### src/rtl/pc_pkg.sv
// pc_pkg: shared definitions for the program-counter sequencer.
//   state_t      - processor run state (RUN / WAITING / HALTED)
//   BR_*         - Tipo_Branch codes produced by the decoder
//   branch_taken - condition evaluation for a Tipo_Branch code and ALU flags
package pc_pkg;

    typedef enum logic [1:0] {
        ST_RUN     = 2'd0,
        ST_WAITING = 2'd1,
        ST_HALTED  = 2'd2
    } state_t;

    localparam logic [2:0] BR_NONE = 3'd0;
    localparam logic [2:0] BR_BEQ  = 3'd1;
    localparam logic [2:0] BR_BNE  = 3'd2;
    localparam logic [2:0] BR_BLT  = 3'd3;
    localparam logic [2:0] BR_BGE  = 3'd4;
    localparam logic [2:0] BR_RSV  = 3'd5;
    localparam logic [2:0] BR_JAL  = 3'd6;
    localparam logic [2:0] BR_JR   = 3'd7;

    // Codes 0 and 5 are never taken.
    function automatic logic branch_taken(input logic [2:0] tipo,
                                          input logic       zero,
                                          input logic       neg);
        logic t;
        t = 1'b0;
        case (tipo)
            BR_BEQ:        t = zero;
            BR_BNE:        t = ~zero;
            BR_BLT:        t = neg;
            BR_BGE:        t = ~neg;
            BR_JAL, BR_JR: t = 1'b1;
            default:       t = 1'b0;
        endcase
        return t;
    endfunction

endpackage

### src/rtl/contador_quantum.sv
// contador_quantum: preemption quantum counter.
//   clk, reset - clock, synchronous active-high reset
//   en         - count one user instruction
//   clr        - restart the quantum (wins over en)
//   expira     - counter is at QUANTUM-1: the current user instruction is
//                the last one of the quantum
module contador_quantum
    import pc_pkg::*;
#(
    parameter int unsigned QUANTUM = 64
) (
    input  logic clk,
    input  logic reset,
    input  logic en,
    input  logic clr,
    output logic expira
);

    localparam int unsigned CNT_W = (QUANTUM > 2) ? $clog2(QUANTUM) : 1;
    localparam logic [CNT_W-1:0] LAST = CNT_W'(QUANTUM - 1);

    logic [CNT_W-1:0] count_q;
    logic [CNT_W-1:0] count_d;

    assign expira = (count_q == LAST);

    always_comb begin
        count_d = count_q;
        if (clr) begin
            count_d = '0;
        end else if (en) begin
            // Wrap keeps the counter in range even if the owner does not clear it.
            count_d = expira ? '0 : count_q + CNT_W'(1);
        end
    end

    always_ff @(posedge clk) begin
        if (reset) begin
            count_q <= '0;
        end else begin
            count_q <= count_d;
        end
    end

endmodule

### src/rtl/sequenciador_pc.sv
// sequenciador_pc: program-counter sequencer.
// Selects the next instruction address from decoded control strobes and ALU
// flags, owns the run state (RUN/WAITING/HALTED), user/OS mode and the
// quantum-based preemption that returns control to the OS.
//   clk, reset                 - clock, synchronous active-high reset
//   PCSrc, Tipo_Branch         - control-flow instruction and its kind
//   zero, neg                  - ALU flags for conditional branches
//   imm                        - signed PC-relative offset
//   rs2_val                    - absolute target for type-7 / jr_ctx / jr_so
//   HALT, WAIT                 - stop / wait-for-continuar strobes
//   Set_ctx, Set_pid_0         - jump into user process / into OS
//   Check_preemp               - read-and-clear of preemp_flag
//   continuar                  - resume pulse, only meaningful in WAITING
//   pc, pc_mais1               - current address and its link value
//   ctx_pc                     - address to resume the preempted process
//   preemp_flag                - sticky preemption indicator
//   modo_usuario               - 1 while a user process runs
//   halted, waiting, exec_en   - state indicators; exec_en only in RUN
module sequenciador_pc
    import pc_pkg::*;
#(
    parameter int unsigned ADDR_W   = 10,
    parameter int unsigned QUANTUM  = 64,
    parameter int unsigned SO_ENTRY = 0
) (
    input  logic              clk,
    input  logic              reset,
    input  logic              PCSrc,
    input  logic [2:0]        Tipo_Branch,
    input  logic              zero,
    input  logic              neg,
    input  logic [ADDR_W-1:0] imm,
    input  logic [ADDR_W-1:0] rs2_val,
    input  logic              HALT,
    input  logic              WAIT,
    input  logic              Set_ctx,
    input  logic              Set_pid_0,
    input  logic              Check_preemp,
    input  logic              continuar,
    output logic [ADDR_W-1:0] pc,
    output logic [ADDR_W-1:0] pc_mais1,
    output logic [ADDR_W-1:0] ctx_pc,
    output logic              preemp_flag,
    output logic              modo_usuario,
    output logic              halted,
    output logic              waiting,
    output logic              exec_en
);

    state_t            state_q, state_d;
    logic [ADDR_W-1:0] pc_q, pc_d;
    logic [ADDR_W-1:0] ctx_pc_q, ctx_pc_d;
    logic              flag_q, flag_d;
    logic              modo_q, modo_d;

    logic [ADDR_W-1:0] pc_inc;
    logic [ADDR_W-1:0] pc_normal;
    logic              taken;
    logic              issue;
    logic              ctx_jump;
    logic              preempt;
    logic              expira;
    logic              cnt_en;
    logic              cnt_clr;

    assign pc_inc = pc_q + ADDR_W'(1);
    assign taken  = PCSrc & branch_taken(Tipo_Branch, zero, neg);

    always_comb begin
        pc_normal = pc_inc;
        if (taken) begin
            pc_normal = (Tipo_Branch == BR_JR) ? rs2_val : pc_q + imm;
        end
    end

    // An instruction completes this cycle: RUN and not stalling on HALT/WAIT.
    assign issue    = (state_q == ST_RUN) & ~HALT & ~WAIT;
    assign ctx_jump = issue & (Set_ctx | Set_pid_0);
    assign preempt  = issue & modo_q & expira & ~Set_ctx & ~Set_pid_0;
    assign cnt_en   = issue & modo_q;
    assign cnt_clr  = ctx_jump | preempt;

    contador_quantum #(
        .QUANTUM(QUANTUM)
    ) u_quantum (
        .clk   (clk),
        .reset (reset),
        .en    (cnt_en),
        .clr   (cnt_clr),
        .expira(expira)
    );

    always_comb begin
        state_d  = state_q;
        pc_d     = pc_q;
        ctx_pc_d = ctx_pc_q;
        flag_d   = flag_q;
        modo_d   = modo_q;
        case (state_q)
            ST_RUN: begin
                if (HALT) begin
                    state_d = ST_HALTED;
                end else if (WAIT) begin
                    state_d = ST_WAITING;
                end else if (Set_ctx) begin
                    pc_d   = rs2_val;
                    modo_d = 1'b1;
                end else if (Set_pid_0) begin
                    pc_d   = rs2_val;
                    modo_d = 1'b0;
                end else if (preempt) begin
                    ctx_pc_d = pc_normal;
                    pc_d     = ADDR_W'(SO_ENTRY);
                    modo_d   = 1'b0;
                end else begin
                    pc_d = pc_normal;
                end
                // Set is evaluated after clear so a coincident preemption wins.
                if (Check_preemp) begin
                    flag_d = 1'b0;
                end
                if (preempt) begin
                    flag_d = 1'b1;
                end
            end
            ST_WAITING: begin
                if (continuar) begin
                    pc_d    = pc_inc;
                    state_d = ST_RUN;
                end
            end
            ST_HALTED: begin
                state_d = ST_HALTED;
            end
            default: begin
                state_d = ST_RUN;
            end
        endcase
    end

    always_ff @(posedge clk) begin
        if (reset) begin
            state_q  <= ST_RUN;
            pc_q     <= '0;
            ctx_pc_q <= '0;
            flag_q   <= 1'b0;
            modo_q   <= 1'b0;
        end else begin
            state_q  <= state_d;
            pc_q     <= pc_d;
            ctx_pc_q <= ctx_pc_d;
            flag_q   <= flag_d;
            modo_q   <= modo_d;
        end
    end

    assign pc           = pc_q;
    assign pc_mais1     = pc_inc;
    assign ctx_pc       = ctx_pc_q;
    assign preemp_flag  = flag_q;
    assign modo_usuario = modo_q;
    assign halted       = (state_q == ST_HALTED);
    assign waiting      = (state_q == ST_WAITING);
    assign exec_en      = (state_q == ST_RUN);

endmodule

### config.mk
export PLATFORM = sky130hd
export DESIGN_NAME = sequenciador_pc
export DESIGN_NICKNAME = d
export VERILOG_FILES = /design/src/rtl/pc_pkg.sv /design/src/rtl/contador_quantum.sv /design/src/rtl/sequenciador_pc.sv
export SDC_FILE = /design/constraint.sdc
export NUM_CORES = 1
export LEC_CHECK = 0
export CAP_MARGIN = 0
export CORE_UTILIZATION = 46
export DETAILED_ROUTE_END_ITERATION = 12
export GPL_ROUTABILITY_DRIVEN = 0
export PLACE_DENSITY = 0.76
export SLEW_MARGIN = 20
export SYNTH_ARGS = -nofsm -noshare
export SYNTH_HDL_FRONTEND = slang
export SYNTH_SLANG_ARGS = --single-unit
### constraint.sdc
create_clock -name clk -period 5.85 [get_ports clk]
set_clock_uncertainty 0.15 [all_clocks]
set_input_delay 1.17 -clock clk [delete_from_list [all_inputs] [get_ports clk]]
set_output_delay 1.17 -clock clk [all_outputs]
set_load 0.01 [all_outputs]
==> Word level (Yosys, flattened, before mapping) <==
Cells that the tools add are included.
{ "totals": {"out_inout_bits": 35, "regBits": 30, "word_cells": 69, "input_bits": 34} }
{ "classes": {"bitwise_logic": 16, "eq_ne": 13, "n_reduce_logical": 11, "mux": 20, "n_addsub": 3} }
{ "op_table": {"columns": ["op", "n"], "rows": [
  ["2-to-1 mux 10 bit", 8],
  ["case mux 10 bit (2 select lines)", 1],
  ["adder 10 x 1 -> 10 bit, second input constant", 1],
  ["adder 10 bit", 1],
  ["== test 3 bit, second input constant", 3],
  ["bitwise AND 1 bit", 8],
  ["AND reduction 4 bit", 2],
  ["adder 6 x 1 -> 6 bit, second input constant", 1],
  ["== test 3 x 2 -> 1 bit, second input constant", 2],
  ["== test 6 bit, second input constant", 1],
  ["2-to-1 mux 2 bit", 3],
  ["2-to-1 mux 6 bit", 1],
  ["inequality test 2 bit, second input constant", 3],
  ["NOT 1 bit", 6],
  ["case mux 2 bit (3 select lines)", 1],
  ["AND reduction 6 bit", 1],
  ["2-to-1 mux 1 bit", 5],
  ["case mux 1 bit (5 select lines)", 1],
  ["AND reduction 2 bit", 2],
  ["nonzero test 2 bit", 2],
  ["OR reduction 2 bit", 2],
  ["== test 3 x 1 -> 1 bit, second input constant", 1],
  ["inequality test 3 bit, second input constant", 1],
  ["nonzero test 3 bit", 1],
  ["other kinds (4)", 5]
]} }

==> Longest topological paths before layout <==
{ "depth": {"ltp_word": 13, "ltp_mapped": 8, "ltp_nobuf": 8} }

==> Modules after synthesis <==
From an unflattened synthesis, not the netlist that was laid out.
{ "unflattened": {"hier_cells": 282, "area_unflattened_um2": 2232.1} }
{ "by_module_without_submodules": {"columns": ["mod", "cells_each", "seq_area_each_um2", "area_per_inst_um2", "instances"], "rows": [
  ["sequenciador_pc", 252, 480.5, 1943.1, 1],
  ["contador_quantum", 30, 120.1, 289.0, 1]
]} }

==> Least setup slack after synthesis <==
No wires, ideal clock.
{ "synth_path": {"path_kind": "in2reg", "start": "input port imm[0]", "end": "register pc_q[8], in the netlist pc[8]", "setup_slack_ps": 2576, "setup_ps": 116, "n_path_buf": 0, "stages": 8, "arrival_ps": 3008, "t_required_ps": 5584, "cell_sequence": "ha_1 > fa_1 > a211oi_1 > nor3b_1 > or4b_1 > nand4_1 > a21oi_1 > o211a_1"} }
{ "synth_between": {"elab_chain_len": 9} }
{ "synth_lines": {"columns": ["element", "line_no", "rtl"], "rows": [
  ["start, declared", "sequenciador_pc.sv:32", "input logic [ADDR_W-1:0] imm,"],
  ["adder 10 bit", "sequenciador_pc.sv:72", "pc_normal = (Tipo_Branch == BR_JR) ? rs2_val : pc_q + imm;"],
  ["2-to-1 mux 10 bit", "sequenciador_pc.sv:72", null],
  ["2-to-1 mux 10 bit", "sequenciador_pc.sv:71", "if (taken) begin"],
  ["2-to-1 mux 10 bit", "sequenciador_pc.sv:111", "end else if (preempt) begin"],
  ["2-to-1 mux 10 bit", "sequenciador_pc.sv:108", "end else if (Set_pid_0) begin"],
  ["2-to-1 mux 10 bit", "sequenciador_pc.sv:105", "end else if (Set_ctx) begin"],
  ["2-to-1 mux 10 bit", "sequenciador_pc.sv:103", "end else if (WAIT) begin"],
  ["2-to-1 mux 10 bit", "sequenciador_pc.sv:101", "if (HALT) begin"],
  ["case mux 10 bit (2 select lines)", "sequenciador_pc.sv:99", "case (state_q)"],
  ["end signal, assigned", "sequenciador_pc.sv:150", "pc_q <= pc_d;"],
  ["end, declared", "sequenciador_pc.sv:51", "logic [ADDR_W-1:0] pc_q, pc_d;"]
]} }
Every way passes these cells. The select of a mux whose other input is x is not followed.
A chain may end at the register's enable or synchronous reset.

==> Worst setup path after layout <==
Same ends and word-level chain as after synthesis.

==> impl_metrics.csv <==
group,metric,value,unit
setup_path,worstSetupPathType,"primary input to flop",
clock_network,clock_path_buffers,2,
finish,layout-drive-gt1-share,0.05367,
routing,routed-wl-met2,3163,microns
finish,fin_util,0.6509,
synthesis,synth_edf_count,0,
synthesis,netlist_instances,288,
floorplanning,io_pins,69,
setup_path,cp.arrival,3660,ps
synthesis,synth-async-reset-ratio,0,
routing,drt_iter0_drc,212,
routing,vias,2468,
timing,slew-limit-headroom,0.3144,
timing,finalSetupViolations,0,
synthesis,syn_area,2261,sq um
place,place_hpwl,5007,microns
place,dp_slack,1956,ps
synthesis,synth_cell_types,63,
timing,tightest_slew,1024,ps
finish,fin_nets,399,
min_path,hold_class,"flop to flop",
place,io_buffers,68,
power,p_leak,1.187,nW
global_route,track_usage,0.2633,
power,p_per_area,190.8,nW/um^2
status,status,"finished, final reports clean",
setup_path,critPathRequiredTime,5870,ps
clock_network,cts_tree,"yes",
synthesis,yosys.area.top_type_share,0.2656,
timing,worst_slack,2211,ps
routing,firstDrtPassIters,5,
global_route,grt_first_pass_wirelength,10780,microns
timing,post-route-period-util,0.6220,
timing,final-hold-violation-count,0,
synthesis,synthesis.nets,334,
power,fin_total_pwr,0.5867,mW
floorplanning,rows,25,
global_route,gr-total-overflow,0,
floorplanning,die_w,72.11,microns
synthesis,synth_area_leaders,"dfxtp_1 27%, ha_1 6.1%, nand2_1 5.3%",
floorplanning,coreArea,4723,sq um
clock_network,cts_sinks,30,
synthesis,ys_seq_area_frac,0.2656,
power,ir_worst_vdd,0.1763,mV
setup_path,critPathCaptureType,"flop",
synthesis,avgSynthCellArea,7.850,sq um
finish,fillCellCount,422,
synthesis,synth_ff_type,"dfxtp_1",
global_route,grt_pass1_vias,2185,
clock_network,cts_buffers,5,
finish,multiInputGateArea,1595,sq um
timing,drv_slew,0,
clock_network,cts_htree_levels,2,
routing,viasPerCell,5.862,
routing,wl_met3,456,microns
global_route,antenna_found_initial,0,
routing,final_antenna_net_count,0,
setup_path,cp_max_fo,4,
floorplanning,start_util,0.4787,
clock_network,postCtsHoldBufs,0,
synthesis,ys_warn_count,0,
clock_network,cts_resized,0,
clock_network,cts.root.buffer_cell,"clkbuf_8",
timing,max_freq,0.2748,GHz
global_route,grt_max_degree,19,
finish,insertedDiodeCount,0,
clock_network,post_cts_buffers,0,
flow_run,cap_violations,0,
synthesis,yosysTopAreaCell,"dfxtp_1",
routing,wl_met1,3041,microns
routing,drc,0,
routing,wl_per_cell,15.94,microns
finish,seqCellArea,600.6,sq um
synthesis,ys_seq_elements,30,
setup_path,startpoint_type,"primary input",
routing,top_layer_used,"met4",
floorplanning,dieArea,5199,sq um
timing,tns,0,ps
synthesis,synth_common_cells,"32 x nand2_1, 31 x nor2_1, 30 x dfxtp_1, 18 x o21ai_0, 17 x a21oi_1",
synthesis,synth.most_common_cell,"nand2_1",
clock_network,clk_transition_reported_paths,60,ps
floorplanning,die_h,72.11,microns
timing,period_needed,3639,ps
clock_network,clock_latency,280,ps
timing,rsz0062_at_grt,"false",
routing,wirelength,6710,microns
finish,area_growth,35.97,%
==> flip-flops by register name, indices dropped and copies added (netlist names) <==
register	count
ctx_pc	10
modo_usuario	1
preemp_flag	1
pc	10
u_quantum.count_q	6
state_q	2
==> worst max-delay path: stages <==
cell and delay (ps):
clkdlybuf4s50_1 400, ha_1 230, fa_1 420, a211oi_1 340, nor3b_1 160, or4b_1 490
nand4_1 160, a21oi_1 90, o211a_1 200
==> logic make-up (layout without fill, tap and decap cells) <==
logic type | Yosys count | after routing | share of synthesized area
DFF | 30 | 30 | 0.2656
adders and majority gates | 12 | 12 | 0.06973
AOI/OAI and AO/OA | 83 | 83 | 0.2513
muxes | 7 | 7 | 0.03376
xor gates and xnor gates | 17 | 17 | 0.06586
and+or+nand+nor | 123 | 123 | 0.2850
buffers and inverters | 16 | 82 | 0.02878
==> power by group <==
part	total, mW	switching (mW)	internal, mW
registers	0.226	0.0151	0.211
logic	0.187	0.0953	0.0918
clock network	0.173	0.0784	0.0948
==> cells in the final DEF, fill, tap and decap left out, drive strengths merged, types with 3 or more instances in the layout <==
cell type | synthesis | layout
nor2 | 33 | 33
nor3 | 10 | 10
mux2i | 5 | 5
a21oi | 18 | 18
dfxtp | 30 | 30
and3 | 5 | 5
xor2 | 9 | 9
nand3 | 15 | 15
o211a | 3 | 3
inv | 6 | 6
clkbuf | 6 | 7
clkdlybuf4s50 | 0 | 68
nand2b | 4 | 4
o21ai | 21 | 21
a221oi | 5 | 5
nor3b | 3 | 3
a21o | 5 | 5
a31oi | 3 | 3
xnor2 | 8 | 8
nand4 | 6 | 6
ha | 11 | 11
a22o | 3 | 3
and4 | 3 | 3
nand2 | 32 | 32
==> layout make-up <==
cell class                 count  area share
multi-input combinational    242      0.5189
timing repair buffer          68      0.2214
sequential                    30      0.1954
clock buffer                   7     0.02808
tap                           67     0.02727
inverter                       6    0.007326
clock inverter                 1    0.001628
==> metal layers <==
metal | global-route usage | up-vias
li1 | - | 1210
met1 | 0.3442 | 1153
met2 | 0.4548 | 99
met3 | 0.04444 | 6
met4 | 0.05664 | 0
met5 | 0 | -
==> worst paths after layout <==
| kind | start | end | slack, ps | cells past startpoint |
|---|---|---|---|---|
| setup / recovery | imm[0] | pc[8] | 2210 | 9 |
| hold / removal | ctx_pc[9] | ctx_pc[9] | 280 | 2 |
| setup reg to reg | pc[0] | pc[8] | 3030 | 8 |
| hold reg to reg | ctx_pc[9] | ctx_pc[9] | 280 | 2 |
==> per-stage QoR <==
step	hold slack (ps)	cell area, sq um	instances
floorplan	312.5	2261	288
global placement	276.4	2983	413
detailed placement	278.2	2983	413
CTS	287.0	3074	421
global route	320.4	3074	421
finish	281.8	3074	421
Note: power is estimated with default switching activity, not from simulation.
